### src/rtl/pipeline_hazard_ctrl.sv
// Purpose: drives hold/flush/bubble controls for load-use, taken-branch and multi-cycle Execute cases.
// Latency: 0 cycles; the controls are combinational from state and inputs, and the registers act on the next edge.
// Backpressure: pc_hold/if_id_hold stall the front end; EXE_WAIT is bounded by a timeout that sets a sticky error.
module pipeline_hazard_ctrl #(
    parameter int BR_FLUSH_CYCLES = 2,
    parameter int WAIT_TIMEOUT    = 64,
    parameter int STALL_CNT_W     = 16
) (
    input  logic                   clk,
    input  logic                   rst,
    input  logic                   id_valid,
    input  logic [3:0]             id_src1,
    input  logic [3:0]             id_src2,
    input  logic                   id_use_src2,
    input  logic                   ex_mem_r_en,
    input  logic [3:0]             ex_dest,
    input  logic                   ex_br_taken,
    input  logic                   ex_multi_start,
    input  logic                   ex_multi_done,
    output logic                   pc_hold,
    output logic                   if_id_hold,
    output logic                   if_id_flush,
    output logic                   id_ex_hold,
    output logic                   id_ex_bubble,
    output logic [1:0]             ctrl_state,
    output logic                   err_timeout,
    output logic [STALL_CNT_W-1:0] stall_count
);

    localparam int WAIT_W = (WAIT_TIMEOUT > 2) ? $clog2(WAIT_TIMEOUT) : 1;
    localparam logic [WAIT_W-1:0] WAIT_LAST = WAIT_W'(WAIT_TIMEOUT - 1);
    localparam logic [3:0] FLUSH_INIT = 4'(BR_FLUSH_CYCLES - 1);

    typedef enum logic [1:0] {
        ST_RUN      = 2'd0,
        ST_BR_FLUSH = 2'd1,
        ST_EXE_WAIT = 2'd2
    } state_t;

    state_t            state;
    logic [3:0]        flush_cnt;
    logic [WAIT_W-1:0] wait_cnt;
    logic              load_use;
    logic              multi_stall;
    logic              wait_expired;

    // A load in Execute feeds a register that Decode is about to read.
    assign load_use = id_valid & ex_mem_r_en &
                      ((id_src1 == ex_dest) | (id_use_src2 & (id_src2 == ex_dest)));
    assign multi_stall  = ex_multi_start & ~ex_multi_done;
    assign wait_expired = (wait_cnt == WAIT_LAST);
    assign ctrl_state   = state;

    // Mealy control decode; everything is forced low while reset is held.
    always_comb begin
        pc_hold      = 1'b0;
        if_id_hold   = 1'b0;
        if_id_flush  = 1'b0;
        id_ex_hold   = 1'b0;
        id_ex_bubble = 1'b0;
        if (rst) begin
            case (state)
                ST_RUN: begin
                    if (ex_br_taken) begin
                        if_id_flush  = 1'b1;
                        id_ex_bubble = 1'b1;
                    end else if (multi_stall) begin
                        pc_hold    = 1'b1;
                        if_id_hold = 1'b1;
                        id_ex_hold = 1'b1;
                    end else if (load_use) begin
                        pc_hold      = 1'b1;
                        if_id_hold   = 1'b1;
                        id_ex_bubble = 1'b1;
                    end
                end
                ST_BR_FLUSH: begin
                    if_id_flush  = 1'b1;
                    id_ex_bubble = 1'b1;
                end
                ST_EXE_WAIT: begin
                    if (!ex_multi_done && !wait_expired) begin
                        pc_hold    = 1'b1;
                        if_id_hold = 1'b1;
                        id_ex_hold = 1'b1;
                    end
                end
                default: ;
            endcase
        end
    end

    // Sequencer state, flush/wait counters and the sticky timeout flag.
    always_ff @(posedge clk or negedge rst) begin
        if (!rst) begin
            state       <= ST_RUN;
            flush_cnt   <= 4'd0;
            wait_cnt    <= '0;
            err_timeout <= 1'b0;
        end else begin
            case (state)
                ST_RUN: begin
                    if (ex_br_taken) begin
                        if (BR_FLUSH_CYCLES > 1) begin
                            flush_cnt <= FLUSH_INIT;
                            state     <= ST_BR_FLUSH;
                        end
                    end else if (multi_stall) begin
                        wait_cnt <= WAIT_W'(1);
                        state    <= ST_EXE_WAIT;
                    end
                end
                ST_BR_FLUSH: begin
                    flush_cnt <= flush_cnt - 4'd1;
                    if (flush_cnt == 4'd1) begin
                        state <= ST_RUN;
                    end
                end
                ST_EXE_WAIT: begin
                    if (ex_multi_done) begin
                        wait_cnt <= '0;
                        state    <= ST_RUN;
                    end else if (wait_expired) begin
                        wait_cnt    <= '0;
                        err_timeout <= 1'b1;
                        state       <= ST_RUN;
                    end else begin
                        wait_cnt <= wait_cnt + WAIT_W'(1);
                    end
                end
                default: state <= ST_RUN;
            endcase
        end
    end

    // Saturating count of cycles in which the PC was held.
    always_ff @(posedge clk or negedge rst) begin
        if (!rst) begin
            stall_count <= '0;
        end else if (pc_hold && (stall_count != '1)) begin
            stall_count <= stall_count + STALL_CNT_W'(1);
        end
    end

endmodule
### config.mk
export PLATFORM = sky130hd
export DESIGN_NAME = pipeline_hazard_ctrl
export DESIGN_NICKNAME = d
export VERILOG_FILES = /design/src/rtl/pipeline_hazard_ctrl.sv
export SDC_FILE = /design/constraint.sdc
export NUM_CORES = 1
export LEC_CHECK = 0
export ABC_AREA = 1
export BUFFER_PORTS_ARGS = -buffer_cell sky130_fd_sc_hd__buf_2
export CORE_MARGIN = 2
export CORE_UTILIZATION = 35
export DETAILED_ROUTE_END_ITERATION = 8
export PLACE_DENSITY = 0.67
export SYNTH_ARGS = -nofsm -noshare
export SYNTH_HDL_FRONTEND = slang
export SYNTH_SLANG_ARGS = --single-unit
### constraint.sdc
create_clock -name clk -period 2.8 [get_ports clk]
set_clock_uncertainty 0.05 [all_clocks]
set_input_delay 0.84 -clock clk [delete_from_list [all_inputs] [get_ports clk]]
set_output_delay 0.84 -clock clk [all_outputs]
set_load 0.02 [all_outputs]
; Word-level counts from Yosys, hierarchy flattened
; Cells that the tools add are included.
[totals]
reg_bits = 29
latch_bits = 0
mem_bits_rw = 0
romBits = 0
inputBits = 20
output_inout_bits = 24
word_cells = 68
memories = 0
[classes]
add_sub_neg = 3
n_mul = 0
div_mod_pow = 0
n_lt_le_gt_ge = 0
n_eq_ne = 13
shift = 0
mux = 30
bitwise_logic = 6
reduce_logical = 11
[ops]
columns = cell, n
row1 = two-way mux 6 bit, 4
row2 = "adder 16 x 1 -> 16 bit, second input constant", 1
row3 = "!= test 16 bit, second input constant", 1
row4 = two-way mux 1 bit, 13
row5 = one-hot mux 6 bit (2 select lines), 1
row6 = two-way mux 2 bit, 5
row7 = AND reduction 3 bit, 3
row8 = == test 4 bit, 2
row9 = "!= test 2 bit, second input constant", 4
row10 = one-hot mux 1 bit (2 select lines), 4
row11 = one-hot mux 4 bit (2 select lines), 1
row12 = "adder 6 x 1 -> 6 bit, second input constant", 1
row13 = "== test 6 bit, second input constant", 1
row14 = "!= test 3 bit, second input constant", 2
row15 = one-hot mux 2 bit (3 select lines), 1
row16 = bitwise AND 1 bit, 4
row17 = "== test 4 x 1 -> 1 bit, second input constant", 1
row18 = two-way mux 4 bit, 1
row19 = nonzero test 2 bit, 2
row20 = "subtractor 4 x 1 -> 4 bit, second input constant", 1
row21 = "== test 2 x 1 -> 1 bit, second input constant", 1
row22 = "== test 2 bit, second input constant", 1
row23 = logical AND 1 bit, 2
row24 = logical NOT 1 bit, 2
row25 = other kinds (4), 4

; Logic depth before layout (Yosys ltp)
; Gate-level depths: netlist (run 1).
[logic_depth]
ltp_word = 10
ltp_mapped = 12

; Worst setup path after synthesis (run 1)
; Ideal clock, no wire load.
[synth_path]
path_type = input port to output port
start = input ex_br_taken
end = output pc_hold
t_arrival_ns = 1.863
t_required_ns = 1.910
path_slack_ns = 0.047
stages = 7
cell_sequence = nor2_1 > nand3_1 > o21ai_2 > nand2_1 > nand2_2 > buf_4 > buf_4
[synth_via]
elab_chain_len = 3
[synth_lines]
columns = element, line
row1 = "start, declared", 17  ; input logic ex_br_taken,
row2 = two-way mux 1 bit, --
row3 = one-hot mux 1 bit (2 select lines), --
row4 = two-way mux 1 bit, --
row5 = "end, declared", 20  ; output logic pc_hold,
; Every way passes these cells.

; Worst setup path in the final report (run 1)
[layout_path]
start = input ex_dest[1]
end = output pc_hold
[layout_via]
elab_chain_len = 9
word_cells_on_any_way = 10
[layout_lines]
columns = element, line
row1 = "start, declared", 16  ; input logic [3:0] ex_dest,
row2 = == test 4 bit, 49  ; ((id_src1 == ex_dest) | (id_use_src2 & (id_src2 == ex_dest)));
row3 = bitwise AND 1 bit, 49
row4 = bitwise OR 1 bit (*), 49
row5 = bitwise AND 1 bit (*), 48  ; assign load_use = id_valid & ex_mem_r_en &
row6 = two-way mux 1 bit (*), 71  ; end else if (load_use) begin
row7 = two-way mux 1 bit (*), 67  ; end else if (multi_stall) begin
row8 = two-way mux 1 bit (*), 64  ; if (ex_br_taken) begin
row9 = one-hot mux 1 bit (2 select lines) (*), 62  ; case (state)
row10 = two-way mux 1 bit (*), 61  ; if (rst) begin
; Every way passes the cells marked *; elsewhere a longest branch is shown, timed or not.

==> flow_summary.ini, run 1 <==
[timing]
finalSetupTns_ns = 0
tightest_slew_ns = 0.327
relSlewSlack = 0.780
finalHoldViolCount = 0
setup_ws_ns = 0.107
rsz0062_at_grt = no
period_minus_slack_ns = 2.69
slew_viol_final = 0
final-setup-viol-count = 0
fin_crit_sh = 0.962
holdWs_ns = 0.331
max_freq_mhz = 371

[clock_network]
hold_buffers = 0
h-tree-depth = 2
cts_buffers = 5
clk_latency_ns = 0.28
clk_pin_slew_ns = 0.06
cts_buffer_depth = 2
cts_sinks = 29
clock-root-buffer = clkbuf_8
cts_tree = built

[worst_setup_path]
worst-setup-path-type = input pin to primary output
startpoint_type = input pin
r2r-end = stall_count[4]$_DFFE_PN0P_
cpMostUsedCell = nor2_1
arrival_ns = 1.80
worstPathCellList = buf_2 -> nor2_1 -> nor2_1 -> nor2_1 -> nand2_1 -> nand2_1 -> nand3_1 -> nand2_4 -> buf_2
regToRegStartpoint = stall_count[0]$_DFFE_PN0P_
crit_path_start = ex_dest[1]
cp_slowest_cell = buf_2
end_kind = primary output
ff2ff_path_depth = 9
reg2reg_setup_slack_ns = 0.80
worstPathMaxFanout = 7
path_buf_inv = 2
cpLargestDelayFamily = simple AND/OR/NAND/NOR gates
critical_path.max_stage_delay_ns = 0.18
cp_data_required_time_ns = 1.91

[placed_design]
portBuffers = 43
dp_hpwl_mm = 3.14
pre_cts_slack_ns = 0.0717
routabilityCongestion = 0.795
placedCellCount = 359
placed_area_mm2 = 0.00214

[power]
ir_worst_vdd_mv = 0.203
p_leak_nw = 1.27
power_mw = 1.30
p_per_area_mw_per_mm2 = 585

[global_routing]
antenna_found_initial = 0
grt_pass1_wl_mm = 6.94
grt_pass1_vias = 1521
grtUsageTotal = 0.148
grt_overflow = 0
grt_max_degree = 18

[synthesis]
yosys_warnings = 0
synth_edf_count = 0
synthesis.nets = 268
synthTopCellsByArea = dfrtp_1, nand2_1, nand3_1
synth-seq-cells = 29
yosysTopAreaCell = dfrtp_1
synth.distinct_cells = 30
syn-cell-area_mm2 = 0.00182
syn_inst = 244
syn_area_per_cell_um2 = 7.46
yosysTopAreaCellShare = 0.399
synthArstFlopShare = 1.00
ys.flop_type = dfrtp_1
seq_area_frac_synth = 0.399

[route]
routed_wl_mm = 4.01
drt_iter0_markers = 72
viasPerCell = 4.58
vias = 1680
dr.pass1.iters = 6
drcViolationCount = 0
detail_route.wl_per_cell_um = 10.9
postRouteAntennaNets = 0

[cells_and_area]
final_core_util = 0.439
layout_common_cells = nand2_1, buf_2, inv_1
finalNetCount = 320
final_common_cell = nand2_1
synthToLayoutAreaGrowth_pct = 22.5
final_cells = 367
n_antenna_cell = 0
drive_gt1_frac = 0.229
design_area_mm2 = 0.00223
nFillCells = 531

[floorplan]
initial_utilization = 0.358
io_pins = 44
fp.coreArea_mm2 = 0.00507
dieArea_mm2 = 0.00579
rows = 26
die_h_um = 76.1
dieWidth_um = 76.1

[job]
cap_violations = 0

[status]
outcome = complete, no violations

[worst_hold_path]
hp-class = input pin to async pin
[report_power, final]
group | switching (mW) | leakage [nW] | internal, mW
Clock | 0.156 | 0.0450 | 0.172
Combinational | 0.250 | 0.836 | 0.160
Sequential | 0.0704 | 0.389 | 0.496
[sequential cells by signal, indices dropped and copies added, names as in the netlist]
name         cells
stall_count     16
wait_cnt         6
err_timeout      1
flush_cnt        4
ctrl_state       2
[metal layers]
layer  track usage  part of all wire
met1         0.194              0.48
met4        0.0436             0.010
met3        0.0308             0.035
met5             0                 0
met2         0.246              0.48
[synth_stat cells, types with 3 or more instances]
master and number:
o22ai_1 4, nand2_1 75, ha_1 4, nor2_1 26, nand3_1 27, xnor2_1 6, dfrtp_1 29, a21oi_1 3
nand4_1 3, nor3_1 3, inv_1 31, xor2_1 13
[cells by family after synthesis]
logic type	after synthesis	synth area share
xor gates and xnor gates	19	0.0915
adders and majority gates	4	0.0275
DFF	29	0.399
AOI/OAI and AO/OA	11	0.0399
muxes	1	0.00550
and+or+nand+nor	144	0.354
buffers and inverters	36	0.0832
[worst max path at each step]
stage	endpoint	slack, ns	depth (start not counted)
final	pc_hold	0.11	9
after global routing	pc_hold	0.02	7
after CTS	pc_hold	0.06	7
after detailed placement	pc_hold	0.07	7
after global placement	if_id_hold	0.09	7
after floorplan	pc_hold	0.05	7
[timing repair]
action / 4_1_cts / 5_1_grt
endpoints found under the setup margin: 0 / 2
resized for setup: 0 / 3
buffers inserted: 0 / 0
[final cells by class]
cell class,count,area (um^2),share of cell area
clock inverter,2,10.0,0.00449
timing repair buffer,49,260,0.117
inverter,32,120,0.0539
clock buffer,6,72.6,0.0326
multi-input combinational,179,952,0.427
sequential,29,726,0.326
tap,70,87.6,0.0393
No activity file was read; power rests on OpenSTA's default activity.
==> inputs of run 2 (changes only) <==
--- a/config.mk
+++ b/config.mk
@@ -9,6 +9,7 @@
 export BUFFER_PORTS_ARGS = -buffer_cell sky130_fd_sc_hd__buf_2
 export CORE_MARGIN = 2
 export CORE_UTILIZATION = 35
+export CTS_BUF_LIST = sky130_fd_sc_hd__clkbuf_2
 export DETAILED_ROUTE_END_ITERATION = 8
 export PLACE_DENSITY = 0.67
 export SYNTH_ARGS = -nofsm -noshare
==> run 2 against run 1 <==
Compared with the run above: first-iteration DRC count rose by 2.8%; utilization grew 0.49 points; maximum frequency down 0.41%; register-to-register slack lost 0.02 ns; combinational power increased by 9.0%; non-clock buffer count is 6 higher; flip-flop and latch count is the same; clock power down 34%; worst setup slack got worse by 0.011 ns; sequential share of layout area fell by 0.36 points; critical path type is now flop to primary output; largest power group unchanged; highest routed layer unchanged.
==> flow_summary.ini, run 2 (synthesis results as in run 1) <==
[worst_setup_path]
crit_path_start = wait_cnt[1]$_DFFE_PN0P_
ff2ff_path_depth = 9
regToRegStartpoint = stall_count[0]$_DFFE_PN0P_
end_kind = primary output
worstPathMaxFanout = 6
reg2reg_setup_slack_ns = 0.78
cp_data_required_time_ns = 1.91
r2r-end = stall_count[2]$_DFFE_PN0P_
arrival_ns = 1.81
startpoint_type = flop
worst-setup-path-type = flop to primary output

[clock_network]
h-tree-depth = 2
clk_pin_slew_ns = 0.17
cts_buffers = 5
clk_latency_ns = 0.38
cts_sinks = 29
cts_tree = built
hold_buffers = 0
cts_buffer_depth = 2
clock-root-buffer = clkbuf_2

[placed_design]
routabilityCongestion = 0.795
placed_area_mm2 = 0.00214
dp_hpwl_mm = 3.14
pre_cts_slack_ns = 0.0717
portBuffers = 43

[timing]
setup_ws_ns = 0.0964
slew_viol_final = 0
fin_crit_sh = 0.966
period_minus_slack_ns = 2.70
tightest_slew_ns = 0.330
relSlewSlack = 0.779
max_freq_mhz = 370
finalHoldViolCount = 0
final-setup-viol-count = 0

[cells_and_area]
drive_gt1_frac = 0.261
final_core_util = 0.444
regArea_um2 = 726
layout_common_cells = nand2_1, buf_2, inv_1
multi_input_area_um2 = 970
finalNetCount = 326
largestRegisters = stall_count: 16 flops, wait_cnt: 6 flops, flush_cnt: 4 flops
final_common_cell = nand2_1
design_area_mm2 = 0.00225
largest-register = stall_count
nFillCells = 527
synthToLayoutAreaGrowth_pct = 23.9
n_antenna_cell = 0
largest_register_ffs = 16

[floorplan]
die_h_um = 76.1
initial_utilization = 0.358
dieArea_mm2 = 0.00579
io_pins = 44
dieWidth_um = 76.1
fp.coreArea_mm2 = 0.00507
rows = 26

[route]
viasPerCell = 4.55
vias = 1697
drt_iter0_markers = 74
routed_wl_mm = 4.11
dr.pass1.iters = 6
drcViolationCount = 0
detail_route.wl_per_cell_um = 11.0
postRouteAntennaNets = 0

[power]
p_per_area_mw_per_mm2 = 545
ir_worst_vdd_mv = 0.192
p_leak_nw = 1.29

[global_routing]
grt_overflow = 0
antenna_found_initial = 0
grt_pass1_vias = 1533
grt_pass1_wl_mm = 6.91
grtUsageTotal = 0.149
grt_max_degree = 18

[status]
outcome = complete, no violations

[job]
cap_violations = 0

[worst_hold_path]
hp-class = input pin to async pin
-- run 2: cell count changes in the layout (fill, tap and decap cells not counted), sizes merged --
cell	delta
buf	+6
-- run 2: critical path, cell delays in order, from the launching register on --
cell	delay, ns
dfrtp_1	0.41
ha_2	0.20
nand3_2	0.10
nor2_4	0.14
nand2_1	0.10
nand2_2	0.09
o21ai_2	0.07
nand2_2	0.09
nand2_4	0.08
buf_4	0.17
-- run 2: stage by stage --
stage | std cells | TNS (ns) | total power [mW] | hold slack, ns
after global placement | 359 | 0 | 0.971 | 0.403
after CTS | 368 | 0 | 1.21 | 0.186
after floorplan | 244 | 0 | 0.854 | 0.390
after detailed placement | 359 | 0 | 0.986 | 0.406
after global routing | 373 | -0.0312 | 1.33 | 0.188
final | 373 | 0 | 1.23 | 0.224
-- run 2: cell type report --
type | instances | share of cell area
Clock buffer | 6 | 0.0133
Timing Repair Buffer | 55 | 0.138
Multi-Input combinational cell | 179 | 0.430
Inverter | 32 | 0.0533
Clock inverter | 2 | 0.00444
Tap cell | 70 | 0.0389
Sequential cell | 29 | 0.322
-- run 2: power by group --
part	switching (mW)	leakage, nW	total, mW	internal (mW)
registers	0.0718	0.389	0.566	0.495
logic	0.259	0.867	0.447	0.188
clock network	0.153	0.0327	0.215	0.0626
-- run 2: timing repair --
action	CTS	global route
cloned	0	0
setup endpoints to repair	2	3
resized for setup	1	9
buffers inserted	1	5
pin swaps	0	4
-- run 2: worst max-delay path by stage --
stage / end / depth (start not counted)
final: if_id_hold / 9
after global routing: pc_hold / 9
after CTS: pc_hold / 9
after detailed placement: pc_hold / 7
after global placement: if_id_hold / 7
after floorplan: pc_hold / 7
-- run 2: per-layer routing --
| layer | track usage | share of wire | vias to the layer above |
|---|---|---|---|
| met5 | 0 | 0 | - |
| met4 | 0.0709 | 0.015 | 0 |
| met3 | 0.0273 | 0.040 | 6 |
| met2 | 0.246 | 0.48 | 30 |
| met1 | 0.191 | 0.46 | 778 |
| li1 | - | - | 883 |
==> inputs of run 3 (changes only) <==
--- a/config.mk
+++ b/config.mk
@@ -6,8 +6,7 @@
 export NUM_CORES = 1
 export LEC_CHECK = 0
 export ABC_AREA = 1
-export BUFFER_PORTS_ARGS = -buffer_cell sky130_fd_sc_hd__buf_2
-export CORE_MARGIN = 2
+export BUFFER_PORTS_ARGS = -buffer_cell sky130_fd_sc_hd__buf_4
 export CORE_UTILIZATION = 35
 export CTS_BUF_LIST = sky130_fd_sc_hd__clkbuf_2
 export DETAILED_ROUTE_END_ITERATION = 8
==> run 3 against run 2 <==
Compared with the run above: via count down 3.5%; first-iteration DRC count decreased by 22%; cell count decreased by 2.4%; sequential share of layout area down 0.54 points; combinational power up 1%; maximum frequency up 0.25%; utilization increased by 2.9 points; flip-flop and latch count unchanged; sequential power about the same; register-to-register slack improved by 0.03 ns; highest routed layer unchanged; worst setup slack improved by 0.0067 ns.
==> flow_summary.ini, run 3 (synthesis results as in run 1) <==
[placed_design]
routabilityCongestion = 0.807
dp_hpwl_mm = 2.99
placedCellCount = 354
portBuffers = 43

[worst_setup_path]
regToRegStartpoint = stall_count[0]$_DFFE_PN0P_
reg2reg_setup_slack_ns = 0.81
startpoint_type = flop
cp_data_required_time_ns = 1.91
arrival_ns = 1.81
crit_path_start = wait_cnt[1]$_DFFE_PN0P_
end_kind = primary output
r2r-end = stall_count[13]$_DFFE_PN0P_
worst-setup-path-type = flop to primary output
worstPathMaxFanout = 4
ff2ff_path_depth = 9

[floorplan]
io_pins = 44
initial_utilization = 0.375
dieWidth_um = 74.1
rows = 25
fp.coreArea_mm2 = 0.00485
dieArea_mm2 = 0.00549
die_h_um = 74.1

[global_routing]
grt_overflow = 0
grtUsageTotal = 0.149
grt_pass1_wl_mm = 6.27
antenna_found_initial = 0
grt_max_degree = 29
grt_pass1_vias = 1467

[route]
vias = 1637
drt_iter0_markers = 58
viasPerCell = 4.50
detail_route.wl_per_cell_um = 10.6
routed_wl_mm = 3.86
postRouteAntennaNets = 0
dr.pass1.iters = 4
drcViolationCount = 0

[power]
p_per_area_mw_per_mm2 = 536
p_leak_nw = 1.28
ir_worst_vdd_mv = 0.235

[timing]
period_minus_slack_ns = 2.70
finalHoldViolCount = 0
final-setup-viol-count = 0
relSlewSlack = 0.762
fin_crit_sh = 0.963
max_freq_mhz = 371
slew_viol_final = 0
tightest_slew_ns = 0.357

[cells_and_area]
largestRegisters = stall_count: 16 flops, wait_cnt: 6 flops, flush_cnt: 4 flops
synthToLayoutAreaGrowth_pct = 26.0
final_common_cell = nand2_1
drive_gt1_frac = 0.239
largest_register_ffs = 16
largest-register = stall_count
final_cells = 364
finalNetCount = 320
n_antenna_cell = 0
final_core_util = 0.473
layout_common_cells = nand2_1, buf_4, inv_1

[clock_network]
clk_pin_slew_ns = 0.15
cts_sinks = 29
hold_buffers = 0
h-tree-depth = 2
cts_buffers = 5
cts_buffer_depth = 2
clk_latency_ns = 0.35
clock-root-buffer = clkbuf_2
cts_tree = built

[status]
outcome = complete, no violations

[worst_hold_path]
hp-class = input pin to async pin

[job]
cap_violations = 0
## run 3: what timing repair did
item | CTS | global route
buffers inserted | 0 | 2
setup endpoints to repair | 0 | 3
endpoints found under the hold margin | 0 | 0
gates resized for setup | 0 | 4
## run 3: critical path, stage by stage, from the launching register on
cell     delay, ns
dfrtp_1       0.40
ha_1          0.20
nand3_2       0.09
nor2_2        0.17
nand2_2       0.08
nand2_2       0.08
o21ai_2       0.06
nand2_1       0.09
nand2_2       0.11
buf_4         0.18
## run 3: how the worst max path moves through the flow
stage	end	slack, ns	depth (start not counted)
after floorplan	pc_hold	0.05	7
after global placement	pc_hold	0.15	7
after detailed placement	pc_hold	0.11	7
after CTS	pc_hold	0.05	9
after global routing	pc_hold	-0.01	9
final	pc_hold	0.10	9
## run 3: power by group
part	switching (mW)	internal [mW]
clock	0.146	0.0627
combinational	0.250	0.203
sequential	0.0721	0.495
## run 3: stage by stage
step	total power, mW	instance area [um^2]	setup WS [ns]	TNS, ns	hold WS [ns]
global placement	1.00	2220	0.149	0	0.407
CTS	1.22	2260	0.0455	0	0.168
global route	1.32	2290	-0.0141	-0.0281	0.155
floorplan	0.854	1820	0.0471	0	0.390
finish	1.23	2290	0.103	0	0.203
detailed placement	1.01	2220	0.114	0	0.409
## run 3: routing by layer
metal  track usage  routed length (um)  vias to the layer above
met4        0.0534                  69                        0
met3        0.0366                 152                        7
met2         0.232                1730                       27
li1              -                   -                      869
met1         0.203                1910                      734
met5             0                   0                        -
## run 3: cell type report
class	count	area, um^2
timing repair buffer	49	368
multi-input combinational	179	955
sequential	29	726
fill	502	2560
inverter	32	120
clock buffer	6	30.0
clock inverter	2	10.0
tap	67	83.8
